`config.mk`:
```
export PLATFORM = sky130hd
export DESIGN_NAME = bus_arbiter
export DESIGN_NICKNAME = d
export VERILOG_FILES = /design/src/rtl/bus_arbiter_pkg.sv /design/src/rtl/bus_arbiter_decoder.sv /design/src/rtl/bus_arbiter.sv
export SDC_FILE = /design/constraint.sdc
export NUM_CORES = 1
export LEC_CHECK = 0
export ABC_CLOCK_PERIOD_IN_PS = 5760
export CORE_MARGIN = 5
export CORE_UTILIZATION = 50
export CTS_CLUSTER_DIAMETER = 50
export DETAILED_ROUTE_END_ITERATION = 6
export PLACE_DENSITY = 0.81
export SKIP_CTS_REPAIR_TIMING = 1
export SLEW_MARGIN = 20
export SYNTH_ARGS = -nofsm -noshare
export SYNTH_HDL_FRONTEND = slang
export SYNTH_SLANG_ARGS = --single-unit
```
`constraint.sdc`:
```
create_clock -name clk -period 5.76 [get_ports clk]
set_clock_uncertainty 0.1 [all_clocks]
set_input_delay 1.152 -clock clk [delete_from_list [all_inputs] [get_ports clk]]
set_output_delay 1.152 -clock clk [all_outputs]
set_load 0.02 [all_outputs]
```
`src/rtl/bus_arbiter_pkg.sv`:
```
// Shared arbiter definitions: state encoding, requester count, index width,
// and the rotating-priority search used to pick the next owner.
package bus_arbiter_pkg;

  localparam int NREQ  = 8;
  localparam int IDX_W = 3;

  typedef enum logic [1:0] {
    ST_IDLE    = 2'd0,
    ST_GRANT   = 2'd1,
    ST_RELEASE = 2'd2
  } arb_state_e;

  // First set request at or after ptr, wrapping; the descending loop leaves
  // the smallest offset as the final assignment.
  function automatic logic [IDX_W-1:0] rr_pick(input logic [NREQ-1:0]  req,
                                               input logic [IDX_W-1:0] ptr);
    logic [IDX_W-1:0] idx;
    rr_pick = ptr;
    for (int k = NREQ - 1; k >= 0; k--) begin
      idx = ptr + IDX_W'(k);
      if (req[idx]) rr_pick = idx;
    end
  endfunction

endpackage

```
`src/rtl/bus_arbiter_decoder.sv`:
```
// 3-to-8 decoder with enable; output is all-zero when disabled.
module decoder
  import bus_arbiter_pkg::*;
(
  input  logic [IDX_W-1:0] sel_i,
  input  logic             en_i,
  output logic [NREQ-1:0]  dec_o
);

  always_comb begin
    dec_o = '0;
    if (en_i) dec_o[sel_i] = 1'b1;
  end

endmodule

```
`src/rtl/bus_arbiter.sv`:
```
// Round-robin 8-way arbiter (IDLE -> GRANT -> RELEASE), one cycle grant latency.
// Optional forced release after MAX_HOLD grant cycles when ARB_TIMEOUT_EN is defined.
module bus_arbiter
  import bus_arbiter_pkg::*;
#(
  parameter int MAX_HOLD = 16
) (
  input  logic             clk,
  input  logic             reset,
  input  logic [NREQ-1:0]  req,
  input  logic             done,
  output logic [NREQ-1:0]  grant,
  output logic [IDX_W-1:0] grant_id,
  output logic             busy,
  output logic             timeout
);

  if (MAX_HOLD < 1) begin : g_hold_chk
    $error("MAX_HOLD must be at least 1");
  end

  arb_state_e       state_q;
  logic [IDX_W-1:0] ptr_q;
  logic [IDX_W-1:0] grant_id_q;
  logic             timeout_q;

  logic [IDX_W-1:0] pick_d;
  logic             owner_drop;
  logic             expire;

  assign pick_d     = rr_pick(req, ptr_q);
  assign owner_drop = done || !req[grant_id_q];

`ifdef ARB_TIMEOUT_EN
  localparam int CW = (MAX_HOLD > 2) ? $clog2(MAX_HOLD) : 1;

  logic [CW-1:0] hold_cnt_q;
  logic [CW-1:0] hold_cnt_d;

  // Counter is zero on the first GRANT cycle and counts grant cycles held so far.
  always_comb begin
    hold_cnt_d = '0;
    if (state_q == ST_GRANT) hold_cnt_d = hold_cnt_q + CW'(1);
  end

  always_ff @(posedge clk) begin
    if (reset) hold_cnt_q <= '0;
    else       hold_cnt_q <= hold_cnt_d;
  end

  assign expire = (state_q == ST_GRANT) && (hold_cnt_q == CW'(MAX_HOLD - 1));
`else
  assign expire = 1'b0;
`endif

  always_ff @(posedge clk) begin
    if (reset) begin
      state_q    <= ST_IDLE;
      ptr_q      <= '0;
      grant_id_q <= '0;
      timeout_q  <= 1'b0;
    end else begin
      timeout_q <= 1'b0;
      case (state_q)
        ST_IDLE: begin
          if (|req) begin
            grant_id_q <= pick_d;
            state_q    <= ST_GRANT;
          end
        end
        ST_GRANT: begin
          // A normal release on the expiry cycle takes precedence over the timeout.
          if (owner_drop || expire) begin
            state_q   <= ST_RELEASE;
            ptr_q     <= grant_id_q + IDX_W'(1);
            timeout_q <= expire && !owner_drop;
          end
        end
        ST_RELEASE: state_q <= ST_IDLE;
        default:    state_q <= ST_IDLE;
      endcase
    end
  end

  decoder u_decoder (
    .sel_i (grant_id_q),
    .en_i  (state_q == ST_GRANT),
    .dec_o (grant)
  );

  assign grant_id = grant_id_q;
  assign busy     = (state_q != ST_IDLE);
  assign timeout  = timeout_q;

endmodule

```
==> results.md <==
* Sw frac at about half
* Synth unique cells at 48
* Layout Cells excl Fill at 212
* CTS tree: done
* Vias in the first global route at between 1000 and 1500
* Synth top area cells: mux4_2, dfxtp_1, mux2_2
* HPWL after detailed placement at approximately 2900 um
* Final Cycle Share at between 60% and 70%
* # DRC at 0
* Post-placement cell count at about 210
* Syn_area_per_cell at ~8.5 sq um
* Fin crit period at between 3 and 4 ns
* Die ar. at between 0.004 and 0.005 sq mm
* Clock power share at around 7%
* CTS Buf Count at 3
* Share of the synthesized area in the top cell type at 15.7%
* Rel. slew slack at ~40%
* Status: finished, final reports clean
* Final setup TNS at 0 ns
* Largest net degree at the start of global routing at 24
* Warnings, synthesis at 0
* Post-Synthesis Cells at approximately 170
* H-tree depth at 1
* CP Launch Type: register
* IO buf count at 22
* CTS Buffer Depth at 2
* Mapped cell area at 0.00143 sq mm
* Synth Area in Simple Gates at between 10% and 20%
* Endpoint class of the critical path: register
* Share of cells above drive strength 1 at 17.7%
* Internal power at 0.352 mW
* Fin nets at 197
* Largest family of logic cells by synthesized area: multiplexers
* Boundary pin count at 24
* Multiplexer area fraction after synthesis at 36.9%
* Xor/xnor share of the synthesized area at 3.06%
* Core ar. at ~0.0028 sq mm
* Kind of critical path: reg -> reg
* Top_reg_cell synth: dfxtp_1
* Vias/cell at between 6 and 7
* Chip height at 63.5 um
* Root buffer selected by CTS: clkbuf_4
* Synth async-reset ratio at 0%
* Hold crit path type: reg -> reg
* Max Clk Rate at around 270 MHz
* Die width at between 60 and 70 um
* Number of synthesized flops with an enable pin at 0
* ANT nets after route at 0
* Slew @ Worst Pin at roughly 0.90 ns
* Worst-Skew Late Latency at approximately 0.28 ns
* Drt first pass iters at 4
* Critical path required time at around 5.8 ns
* Cell row count at 19
* Post-Synth Adder-Cell Area at 2.62%
* GRT Total Usage at approximately 20%
* Post-synthesis sequential area ratio at between 10% and 20%
* Psw at approximately 0.36 mW
* Power density cells at between 400 and 500 mW/mm^2
* Final GP Congestion at around 0.9
* Clock-pin slew on the worst setup and hold paths at 0.08 ns
* Area grow syn2layout at 14.8%
* GRT Residual Overflow at 0
* Yosys reg bits at 8
* Via count at 1360
* Clock Sinks at 8
* Final setup fails at 0
* Share of the core filled with cells at a little under 60%
* Most frequent cells in the layout: clkdlybuf4s50_1, nor2_1, nand2_1
* Initial DRC Count at ~130
* Synth Area in Compound Gates at between 20% and 30%
* Commonest non-fill, non-tap cell in the layout: clkdlybuf4s50_1
* Max-cap violations at 0
* Final Max Tran Viols at 0
* RSZ-0062 raised after global routing: no
* Leak at between 0.5 and 0.6 nW
* Drt wl/cell at between 15 and 20 um
* Worst-path maximum fanout at 18
* Initial Utilization at between 50% and 60%
* Antenna violations before repair at 0
* Mapped Nets at around 180
* Final Hold Vio Count at 0
* Critical Path AT at around 3.7 ns
* Yosys top cell by area: mux4_2
* First-pass GRT wire length at 6440 um
* Comb power frac at roughly 73%
* Post-Route WL at a little under 4000 um
* Flop pwr share at between 20% and 30%
* VDD IR max at between 0.3 and 0.4 mV
* Ant. Diodes at 0
[stage by stage]
| step | power [mW] | hold slack, ns | cell area, sq um | setup WS (ns) |
|---|---|---|---|---|
| finish | 0.710 | 0.475 | 1640 | 2.11 |
| global route | 0.760 | 0.509 | 1640 | 1.90 |
| CTS | 0.704 | 0.480 | 1640 | 2.15 |
| detailed placement | 0.652 | 0.464 | 1620 | 2.11 |
| global placement | 0.633 | 0.471 | 1620 | 2.08 |
| floorplan | 0.542 | 0.473 | 1430 | 2.87 |
[logic make-up after synthesis]
group	count (synthesis)
other	1
adder cells (fa/ha/maj)	3
multiplexers	35
AO/OA/AOI/OAI	40
AND/OR/NAND/NOR	57
XOR/XNOR	5
buffers and inverters	19
flip-flops	8
[synth_stat cells (all sizes together) (2+ instances only)]
master,n
a31oi,3
inv,7
mux2i,9
a211oi,5
a21oi,12
buf,10
clkbuf,2
xor2,3
nand2,17
or2,2
nor3,3
mux4,12
nand2b,3
nor2,20
nor3b,2
mux2,14
a21o,2
dfxtp,8
xnor2,2
nor4,4
ha,3
o32ai,2
o21ai,4
[cell type report]
cell class	instances	area, sq um
Multi-Input combinational cell	141	1180
Fill cell	239	1110
Timing Repair Buffer	22	220
Sequential cell	8	160
Tap cell	31	38.8
Inverter	7	26.3
Clock buffer	3	22.5
[registers in the layout, summed over array words and instances, names as in the netlist]
signal and flops:
ptr_q 3, state_q 2, grant_id 3
[worst max-delay path, stage by stage (launching register included)]
cell and delay [ns]:
dfxtp_1 0.84, inv_1 0.26, ha_1 0.69, mux4_2 0.44
mux2_4 0.33, a2111oi_4 0.35, o311ai_1 0.15, o31ai_1 0.34
[per-layer routing]
metal  share of wire, %  GRT usage, %  routed length [um]  up-vias
met5                  0             0                   0        -
met4               0.78          4.94                  30        0
met3                5.8          3.91                 221        5
met2                 50          32.5                1930       55
met1                 43          26.3                1660      634
li1                   -             -                   -      666
[power by group through the flow]
stage,clock network [mW],logic (mW),registers [mW]
final,0.0492,0.518,0.143
after CTS,0.0479,0.514,0.142
after global routing,0.0514,0.559,0.149
after detailed placement,0,0.510,0.143
after floorplan,0,0.446,0.0960
after global placement,0,0.493,0.139
[final timing paths]
check                                 start     endpoint  slack (ns)  cells after the start
worst max-delay path               ptr_q[0]  grant_id[1]        2.11                      7
worst min register to register  grant_id[0]  grant_id[0]        0.47                      2
worst max register to register     ptr_q[0]  grant_id[1]        2.11                      7
worst min-delay path            grant_id[0]  grant_id[0]        0.47                      2
Power figures use the tool's default switching activity.
